## src/rtl/unified_mem_arbiter_pkg.sv

```systemverilog
// Shared types and defaults for the unified instruction/data memory arbiter.
package unified_mem_arbiter_pkg;

  typedef enum logic [1:0] {
    IDLE  = 2'd0,
    IBUSY = 2'd1,
    DBUSY = 2'd2,
    DONE  = 2'd3
  } arb_state_t;

  typedef enum logic {
    PORT_I = 1'b0,
    PORT_D = 1'b1
  } arb_port_t;

  localparam int unsigned DEF_MAX_DSTREAK = 4;

endpackage

```

## src/rtl/unified_mem_arbiter_streak_counter.sv

```systemverilog
// Saturating count of consecutive data grants taken while a fetch was waiting.
module unified_mem_arbiter_streak_counter
  import unified_mem_arbiter_pkg::*;
#(
  parameter int unsigned MAX = DEF_MAX_DSTREAK
) (
  input  logic clk,
  input  logic reset,
  input  logic inc,
  input  logic clr,
  output logic limit
);

  localparam int unsigned CW = $clog2(MAX + 1);

  logic [CW-1:0] cnt_q;
  logic [CW-1:0] cnt_d;

  // Next count: clear wins over increment, increment saturates at MAX
  always_comb begin
    cnt_d = cnt_q;
    if (clr) begin
      cnt_d = {CW{1'b0}};
    end else if (inc && (cnt_q != CW'(MAX))) begin
      cnt_d = cnt_q + CW'(1);
    end else begin
      cnt_d = cnt_q;
    end
  end

  // Count register
  always_ff @(posedge clk or negedge reset) begin
    if (!reset) begin
      cnt_q <= {CW{1'b0}};
    end else begin
      cnt_q <= cnt_d;
    end
  end

  assign limit = (cnt_q == CW'(MAX));

endmodule

```

## src/rtl/unified_mem_arbiter.sv

```systemverilog
// Arbitrates one single-port memory between the fetch port and the data port,
// one req/ack transaction at a time, with data priority and bounded fetch starvation.
module unified_mem_arbiter
  import unified_mem_arbiter_pkg::*;
#(
  parameter int          ADDR_W      = 32,
  parameter int          DATA_W      = 32,
  parameter int unsigned MAX_DSTREAK = DEF_MAX_DSTREAK
) (
  input  logic              clk,
  input  logic              reset,
  input  logic              InstrReqF,
  input  logic [ADDR_W-1:0] PCF,
  output logic [DATA_W-1:0] InstrF,
  output logic              InstrRdyF,
  output logic              StallInstrF,
  input  logic              DataReqM,
  input  logic              MemWriteM,
  input  logic [ADDR_W-1:0] ALUOutM,
  input  logic [DATA_W-1:0] WriteDataM,
  output logic [DATA_W-1:0] ReadDataM,
  output logic              DataRdyM,
  output logic              StallDataM,
  output logic              MemReq,
  output logic              MemWe,
  output logic [ADDR_W-1:0] MemAddr,
  output logic [DATA_W-1:0] MemWData,
  input  logic [DATA_W-1:0] MemRData,
  input  logic              MemAck
);

  arb_state_t        state_q, state_d;
  logic [ADDR_W-1:0] addr_q, addr_d;
  logic              we_q, we_d;
  logic [DATA_W-1:0] wdata_q, wdata_d;
  logic [DATA_W-1:0] instr_q, instr_d;
  logic [DATA_W-1:0] rdata_q, rdata_d;
  logic              irdy_q, irdy_d;
  logic              drdy_q, drdy_d;
  logic              streak_inc_s;
  logic              streak_clr_s;
  logic              streak_limit_s;
  logic              unused_addr_lsbs_s;

  // Byte-offset bits never reach the word-addressed memory
  assign unused_addr_lsbs_s = ^{PCF[1:0], ALUOutM[1:0]};

  unified_mem_arbiter_streak_counter #(
    .MAX (MAX_DSTREAK)
  ) u_streak (
    .clk   (clk),
    .reset (reset),
    .inc   (streak_inc_s),
    .clr   (streak_clr_s),
    .limit (streak_limit_s)
  );

  // Arbitration, grant registration and ack capture
  always_comb begin
    state_d      = state_q;
    addr_d       = addr_q;
    we_d         = we_q;
    wdata_d      = wdata_q;
    instr_d      = instr_q;
    rdata_d      = rdata_q;
    irdy_d       = 1'b0;
    drdy_d       = 1'b0;
    streak_inc_s = 1'b0;
    streak_clr_s = 1'b0;
    case (state_q)
      IDLE: begin
        if (DataReqM && (!InstrReqF || !streak_limit_s)) begin
          state_d      = DBUSY;
          addr_d       = {ALUOutM[ADDR_W-1:2], 2'b00};
          we_d         = MemWriteM;
          wdata_d      = WriteDataM;
          streak_inc_s = InstrReqF;
          streak_clr_s = !InstrReqF;
        end else if (InstrReqF) begin
          state_d      = IBUSY;
          addr_d       = {PCF[ADDR_W-1:2], 2'b00};
          we_d         = 1'b0;
          streak_clr_s = 1'b1;
        end else begin
          state_d = IDLE;
        end
      end
      IBUSY: begin
        if (MemAck) begin
          instr_d = MemRData;
          irdy_d  = 1'b1;
          state_d = DONE;
        end else begin
          state_d = IBUSY;
        end
      end
      DBUSY: begin
        if (MemAck) begin
          // A store leaves the last load value in place
          if (!we_q) begin
            rdata_d = MemRData;
          end else begin
            rdata_d = rdata_q;
          end
          drdy_d  = 1'b1;
          state_d = DONE;
        end else begin
          state_d = DBUSY;
        end
      end
      DONE:    state_d = IDLE;
      default: state_d = IDLE;
    endcase
  end

  // State and output registers
  always_ff @(posedge clk or negedge reset) begin
    if (!reset) begin
      state_q <= IDLE;
      addr_q  <= {ADDR_W{1'b0}};
      we_q    <= 1'b0;
      wdata_q <= {DATA_W{1'b0}};
      instr_q <= {DATA_W{1'b0}};
      rdata_q <= {DATA_W{1'b0}};
      irdy_q  <= 1'b0;
      drdy_q  <= 1'b0;
    end else begin
      state_q <= state_d;
      addr_q  <= addr_d;
      we_q    <= we_d;
      wdata_q <= wdata_d;
      instr_q <= instr_d;
      rdata_q <= rdata_d;
      irdy_q  <= irdy_d;
      drdy_q  <= drdy_d;
    end
  end

  assign MemReq      = (state_q == IBUSY) || (state_q == DBUSY);
  assign MemWe       = we_q;
  assign MemAddr     = addr_q;
  assign MemWData    = wdata_q;
  assign InstrF      = instr_q;
  assign ReadDataM   = rdata_q;
  assign InstrRdyF   = irdy_q;
  assign DataRdyM    = drdy_q;
  assign StallInstrF = InstrReqF & ~irdy_q;
  assign StallDataM  = DataReqM & ~drdy_q;

endmodule
```

## config.mk

```make
export PLATFORM = sky130hd
export DESIGN_NAME = unified_mem_arbiter
export DESIGN_NICKNAME = d
export VERILOG_FILES = /design/src/rtl/unified_mem_arbiter_pkg.sv /design/src/rtl/unified_mem_arbiter_streak_counter.sv /design/src/rtl/unified_mem_arbiter.sv
export SDC_FILE = /design/constraint.sdc
export NUM_CORES = 1
export LEC_CHECK = 0
export BUFFER_PORTS_ARGS = -buffer_cell sky130_fd_sc_hd__buf_2
export CAP_MARGIN = 20
export CORE_ASPECT_RATIO = 0.75
export CORE_UTILIZATION = 40
export DETAILED_ROUTE_END_ITERATION = 8
export PLACE_DENSITY = 0.71
export SYNTH_ARGS = -nofsm -noshare
export SYNTH_HDL_FRONTEND = slang
export SYNTH_SLANG_ARGS = --single-unit
```

## constraint.sdc

```tcl
create_clock -name clk -period 4.53 [get_ports clk]
set_input_delay 0.906 -clock clk [delete_from_list [all_inputs] [get_ports clk]]
set_output_delay 0.906 -clock clk [all_outputs]
set_load 0.02 [all_outputs]
```

* After elaboration in Yosys (flattened, before gate mapping)
Index checks and enable logic that the tools add are counted.
Word-level totals: input bits 134, word-level logic and storage cells 52, bits in registers 136
Operators by class: reduce and logical (&&, ||, !) cells 13, add/subtract/negate cells 1, equality and inequality tests 5, mux-type cells 19, bitwise operators 5
Operators with widths (count):
- two-way mux 32 bit | 2
- two-way mux 1 bit | 12
- case mux 2 bit (4 select lines) | 1
- two-way mux 3 bit | 2
- AND reduction 2 bit | 3
- == test 2 bit, second input constant | 2
- two-way mux 2 bit | 2
- nonzero test 2 bit | 2
- adder 3 x 1 -> 3 bit, second input constant | 1
- == test 3 bit, second input constant | 1
- inequality test 3 bit, second input constant | 1
- NOT 1 bit | 3
- AND reduction 3 bit | 1
- bitwise AND 1 bit | 2
- == test 2 x 1 -> 1 bit, second input constant | 1
- logical AND 1 bit | 2
- logical NOT 1 bit | 2
- logical NOT 2 bit | 1
- logical OR 1 bit | 2

* Longest topological paths before layout
Gate-level depths: netlist (run 1).
word-level depth 9, depth in mapped cells 11, gate-level depth less buffers 9

* Modules after synthesis
From an unflattened synthesis (run 1), not the netlist that was laid out.
Second synthesis, totals: cells, all modules 417, area, all modules 5410.2 um^2
By module, submodules not included:
- unified_mem_arbiter | instances 1, area an instance 5212.5 um^2, seq. area each 3278.1 um^2, cells an instance 399
- unified_mem_arbiter_streak_counter | instances 1, area an instance 197.7 um^2, seq. area each 75.1 um^2, cells an instance 18

* Worst setup path before layout (run 1)
OpenSTA, ideal clock, no wires.
path type input to output, from input port DataReqM, to output port StallDataM, stages on the path 3, path slack 2.193 ns, arrival time 1.431 ns, cells stage by stage inv_2 > clkbuf_1 > nor2_1
Between the ends: longest elaborated chain between the ends 1
Ends and longest elaborated chain:
- start, declared | RTL line unified_mem_arbiter.sv:17 | input logic DataReqM,
- bitwise AND 1 bit | RTL line unified_mem_arbiter.sv:148 | assign StallDataM = DataReqM & ~drdy_q;
- end, declared | RTL line unified_mem_arbiter.sv:23 | output logic StallDataM,
Every way passes these cells.

* Worst setup path after layout (run 1)
Same ends and word-level chain as after synthesis.

==> metrics.md, run 1 <==
| Metric | Value |
|---|---|
| Status | finished, violations left |
| Failing checks | DRC |
| Initial antenna violation count | 0 |
| Dpl cell area | about 7000 sq um |
| Worst-margin pin slew | 1.003 ns |
| Required @ worst endpoint | between 3 and 4 ns |
| Startpoint types | input pin |
| CTS tree | built |
| H-tree depth | 4 |
| Root Buffer | clkbuf_16 |
| Largest net degree at the start of global routing | 80 |
| First-pass GRT wire length | roughly 23 mm |
| Die width | 138.9 microns |
| Die area | around 15000 sq um |
| Inst Count DP | 838 |
| Total wire length | between 10 and 15 mm |
| Detailed-route wire length per cell | 16.28 microns |
| Fin nets | roughly 830 |
| Syn avg cell area | ~13 sq um |
| RSZ-0062 raised after global routing | false |
| Post-synthesis simple-gate area fraction | approximately 6.0% |
| Syn-to-layout area delta | 36.18% |
| Post-Synth XOR/XNOR Area | 0% |
| Share of layout cells above drive strength 1 | 48.13% |
| Crit path DAT | about 2 ns |
| Ranking of synthesized cells by area | dfrtp_1 60%, mux2_1 13%, mux2_4 8.0% |
| RePlAce Congestion | 0.7911 |
| Cells after Synth | about 430 |
| Final global-route overflow total | 0 |
| Leakage power | between 3 and 4 nW |
| Detail Route Antenna Nets | 0 |
| Final Power | around 6.1 mW |
| Maximum vdd drop | around 420 uV |
| Sink Count | approximately 130 |
| Most frequent cells in the layout | 260 x buf_2, 134 x dfrtp_1, 67 x mux2_1, 35 x nor2_1 |
| Synth Cell Area | between 5000 and 6000 sq um |
| Clk_lat worst skew | approximately 0.42 ns |
| Peak Freq | about 340 MHz |
| DRC | 17 |
| Detailed Routing Iterations Pass 1 | 8 |
| Final Hold Vio Count | 0 |
| Vias in the first global route | about 4600 |
| Post-synth top area cell | dfrtp_1 |
| Antenna diodes | 0 |
| Sequential cell area fraction in the yosys report | 59.66% |
| Final Slew Violations | 0 |
| Initial Util | between 40% and 50% |
| Clk slew on worst S/H paths | 0.06 ns |
| Synth Area in Compound Gates | about 7.1% |
| Seq cells post-synth | 134 |
| Cts-stage hold buffer count | 0 |
| Fillers | approximately 1100 |
| Finished Cell Area | between 7000 and 8000 sq um |
| Iter 0 DRT Violations | approximately 310 |
| PortBufs | 261 |
| DR vias/cell | between 5 and 6 |
| Top-Level Pins | about 270 |
| Tcrit/Tclk final | between 60% and 70% |
| Die Y | between 100 and 150 microns |
| Post-synthesis mux area share | between 20% and 30% |
| Pwr/cell area | between 700 and 800 nW/um^2 |
| Via count | 4360 |
| Commonest non-fill, non-tap cell in the layout | buf_2 |
| Hold Path Class | flop to flop |
| Crit. End Element | output port |
| Main combinational cell family by area after synthesis | multiplexers |
| Max FO, Critical Path | 32 |
| Netlist cell types | 27 |
| CTS max path bufs | 2 |
| Total CTS buffers | 17 |
| Final core occ | between 50% and 60% |
| Core Rows | 37 |
| Setup tns final | 0 ns |
| Yosys Warn Count | 0 |
| Fin cells | 871 |
| Max-slew headroom | 33.15% |
| Setup CP Type | input pin to output port |
| Skew final | 0.008294 ns |
| Max-cap viol count | 0 |
| Setup Buffers After CTS | 0 |
| Gr usage total | about a fifth |
| Final worst path period need | 2.927 ns |
| Post-synth top area share | approximately three fifths |
| Post-detail-place hpwl | between 9 and 10 mm |
| Synth Area in Adders | between 2 and 2.5% |
| Core area | ~14000 sq um |
| Post-CTS sizing | 0 |
| Setup violations, final | 0 |
## critical path: stages
cell    delay (ns)
buf_2         0.07
buf_4         0.32
inv_2         0.30
nor2_1        0.21
buf_2         0.19
## synth_stat cells
cell type,instances
a22oi_1,1
mux2_4,30
a21boi_1,1
and3_1,2
buf_6,4
inv_1,6
buf_2,8
conb_1,1
nand3_1,31
buf_4,3
a41o_1,1
mux2i_1,1
nor2b_1,2
dfrtp_1,134
nand2_1,5
nor2_1,35
a21oi_1,1
o21ai_1,12
inv_2,4
o22ai_1,3
buf_1,1
mux2_1,67
ha_1,9
clkbuf_1,14
o21ai_0,19
and2_1,1
a31oi_1,31
## power by group
group          leakage, nW  total (mW)  internal [mW]  switching [mW]
Combinational         1.94        2.61           1.05            1.56
Clock                0.288        1.35          0.834           0.519
Sequential            1.58        2.12           1.81           0.310
## kinds of logic (layout without fill, tap and decap cells)
kind of cell / after synthesis / after routing
DFF: 134 / 134
buffers and inverters: 40 / 308
AOI/OAI and AO/OA: 69 / 69
and+or+nand+nor: 76 / 76
muxes: 98 / 98
other: 1 / 2
adders and majority gates: 9 / 9
## worst paths after layout
kind,from,endpoint,slack [ns],cells past startpoint
min in group asynchronous,reset,MemWData[27],0.54,1
max,DataReqM,StallDataM,1.60,5
min,InstrF[9],InstrF[9],0.48,1
max in group asynchronous,reset,MemWData[25],3.08,2
max reg2reg,u_streak.cnt_q[0],MemWData[0],1.93,6
min reg2reg,InstrF[9],InstrF[9],0.48,1
## registers in the layout, indices dropped and copies added, names as in the netlist
register        count
DataRdyM            1
InstrF             32
InstrRdyF           1
MemAddr            30
MemWData           32
MemWe               1
ReadDataM          32
state_q             2
u_streak.cnt_q      3
## routing by layer
metal	vias to the layer above	wire, microns	share of wire [%]	GRT usage (%)
li1	2026	-	-	-
met1	2126	6034	43	25.95
met2	176	6907	49	32.86
met3	32	890	6.3	4.491
met4	0	350	2.5	10.87
met5	-	0	0	0
## per-stage QoR
step	hold slack, ns	worst slack [ns]
after global routing	0.5026	1.539
after CTS	0.4843	1.665
after global placement	0.4641	1.473
final	0.4810	1.603
after floorplan	0.5458	2.193
after detailed placement	0.4714	1.375
## final cells by class
class	instances	area [sq um]	area share [%]
Sequential cell	134	3353	43.81
Multi-Input combinational cell	254	2081	27.19
Timing Repair Buffer	266	1379	18.02
Clock buffer	19	452.9	5.918
Tap cell	175	219.0	2.861
Clock inverter	13	131.4	1.717
Inverter	10	37.54	0.4904
(Power assumes the default switching activity.)
==> inputs of run 2 (changes only) <==
==> constraint.sdc (replaced) <==
create_clock -name clk -period 2.8 [get_ports clk]
set_input_delay 0.56 -clock clk [delete_from_list [all_inputs] [get_ports clk]]
set_output_delay 0.56 -clock clk [all_outputs]
set_load 0.02 [all_outputs]
==> metrics.md, run 2 (synthesized netlist as in run 1, its figures left out) <==
| Metric | Value |
|---|---|
| Status | finished, violations left |
| Failing checks | DRC |
| CTS max path bufs | 2 |
| Worst setup margin | approximately 0.7 ns |
| Clk_lat worst skew | around 0.4 ns |
| Core area | roughly 14000 sq um |
| Initial antenna violation count | 0 |
| Hold Path Class | input pin to async pin |
| Die area | roughly 15000 sq um |
| Clk slew on worst S/H paths | ~0.06 ns |
| Tcrit/Tclk final | 74.69% |
| Most frequent cells in the layout | 260 x buf_2, 134 x dfrtp_1, 67 x mux2_1, 35 x nor2_1 |
| Logic pwr share | between 40% and 50% |
| Maximum vdd drop | roughly 700 uV |
| Clock Power Share | about a quarter |
| Final global-route overflow total | 0 |
| Finished Cell Area | slightly below 8000 sq um |
| Post-CTS sizing | 0 |
| Sink Count | around 130 |
| Worst r2r src | u_streak.cnt_q[0] |
| RePlAce Congestion | ~0.79 |
| Detailed-route wire length per cell | around 16 microns |
| Area occupied by multi-input gates | approximately 2100 sq um |
| Max-cap viol count | 0 |
| Crit. End Element | flop |
| Cts-stage hold buffer count | 0 |
| Worst R2R Setup Slack | between 0.7 and 0.8 ns |
| FF-to-FF path depth | 8 |
| Post-detail-place hpwl | 10.11 mm |
| Vias in the first global route | about 4400 |
| Via count | between 4000 and 5000 |
| Final Slew Violations | 0 |
| Register share of total power | 33.9% |
| Total wire length | 14.08 mm |
| Setup tns final | 0 ns |
| Gr usage total | between 20% and 30% |
| Hold slack | 0.07458 ns |
| Pwr/cell area | approximately 1300 nW/um^2 |
| Largest net degree at the start of global routing | 74 |
| Startpoint types | flop |
| Max FO, Critical Path | 4 |
| Detailed Routing Iterations Pass 1 | 8 |
| Seq. cell area | between 3000 and 4000 sq um |
| DR vias/cell | roughly 5.0 |
| Fin nets | roughly 830 |
| Detail Route Antenna Nets | 0 |
| Total CTS buffers | 17 |
| RSZ-0062 raised after global routing | false |
| Switching Fraction | a little under two fifths |
| Setup violations, final | 0 |
| DRC | 17 |
| Max-slew headroom | ~60% |
| Initial Util | 41.02% |
| Worst-margin pin slew | approximately 0.62 ns |
| P_sw | between 3 and 4 mW |
| Top-Level Pins | 268 |
| Final Hold Vio Count | 0 |
| Core Rows | 37 |
| First-pass GRT wire length | 22.74 mm |
| FF-to-FF End | u_streak.cnt_q[1] |
| Crit path DAT | 2.42 ns |
| Dpl cell area | between 7000 and 8000 sq um |
| CTS tree | built |
| Setup Buffers After CTS | 0 |
| Pre-CTS WS | approximately 0.7 ns |
| Die width | 138.9 microns |
| Skew final | slightly above 0.006 ns |
| Fillers | ~1100 |
| Commonest non-fill, non-tap cell in the layout | buf_2 |
| Syn-to-layout area delta | 38.33% |
| H-tree depth | 4 |
| Setup CP Type | flop to flop |
| Required @ worst endpoint | roughly 3.1 ns |
| Final worst path period need | approximately 2.1 ns |
| Iter 0 DRT Violations | about 330 |
| Peak Freq | 478.2 MHz |
| P_int | approximately 6.3 mW |
| Leakage power | slightly below 4 nW |
| PortBufs | about 260 |
| Root Buffer | clkbuf_16 |
| Share of layout cells above drive strength 1 | between 40% and 50% |
| Die Y | 104.7 microns |
| Antenna diodes | 0 |
-- run 2: cell types whose count changed in the layout (fill, tap and decap cells not counted) --
cell       before  now
buf_12          1    3
buf_4           4    9
bufinv_16       2    5
clkinv_2        6    4
buf_16          1    0
clkinv_4        3    2
-- run 2: area by class of cell --
cell class | instances | share of cell area (%)
Clock buffer | 19 | 5.826
Inverter | 10 | 0.4828
Timing Repair Buffer | 272 | 18.38
Clock inverter | 13 | 2.607
Multi-Input combinational cell | 254 | 26.76
Sequential cell | 134 | 43.13
Tap cell | 175 | 2.816
-- run 2: power by group through the flow --
stage | Combinational, mW | Clock, mW | Sequential, mW
6_report | 4.26 | 2.44 | 3.44
5_1_grt | 4.56 | 2.58 | 3.56
4_1_cts | 4.31 | 2.49 | 3.44
3_5_place_dp | 4.29 | 0 | 3.46
3_3_place_gp | 4.19 | 0 | 3.39
2_1_floorplan | 1.60 | 0 | 4.59
-- run 2: worst max-delay path, stage by stage (launching register included) --
cell and delay, ns:
dfrtp_1 0.38, inv_1 0.07, ha_1 0.24, and3_1 0.19, nor2_1 0.16, ha_1 0.21
a21boi_1 0.26, mux2_1 0.36, o22ai_1 0.13
-- run 2: how the worst max path moves through the flow --
stage                                  from           endpoint  slack, ns  cells after the start
after floorplan           u_streak.cnt_q[0]         MemAddr[2]       0.84                     10
after global placement               MemAck      ReadDataM[19]       0.77                      5
after detailed placement  u_streak.cnt_q[0]  u_streak.cnt_q[1]       0.69                      8
after CTS                 u_streak.cnt_q[0]  u_streak.cnt_q[1]       0.68                      8
after global routing      u_streak.cnt_q[0]         MemAddr[5]       0.50                     10
final                     u_streak.cnt_q[0]  u_streak.cnt_q[1]       0.71                      8
-- run 2: layer usage --
| layer | share of wire (%) | routed length, microns | up-vias | track usage (%) |
|---|---|---|---|---|
| met5 | 0 | 0 | - | 0 |
| met4 | 1.2 | 167 | 0 | 8.016 |
| met3 | 6.0 | 844 | 16 | 4.675 |
| met2 | 49 | 6948 | 179 | 33.01 |
| met1 | 43 | 6117 | 2121 | 25.59 |
| li1 | - | - | 2032 | - |
-- run 2: through the flow --
stage,instances,power [mW],util [%]
floorplan,428,6.195,-
global route,877,10.70,56.74
finish,877,10.13,56.74
detailed placement,845,7.746,51.95
CTS,877,10.24,56.74
global placement,845,7.580,51.95
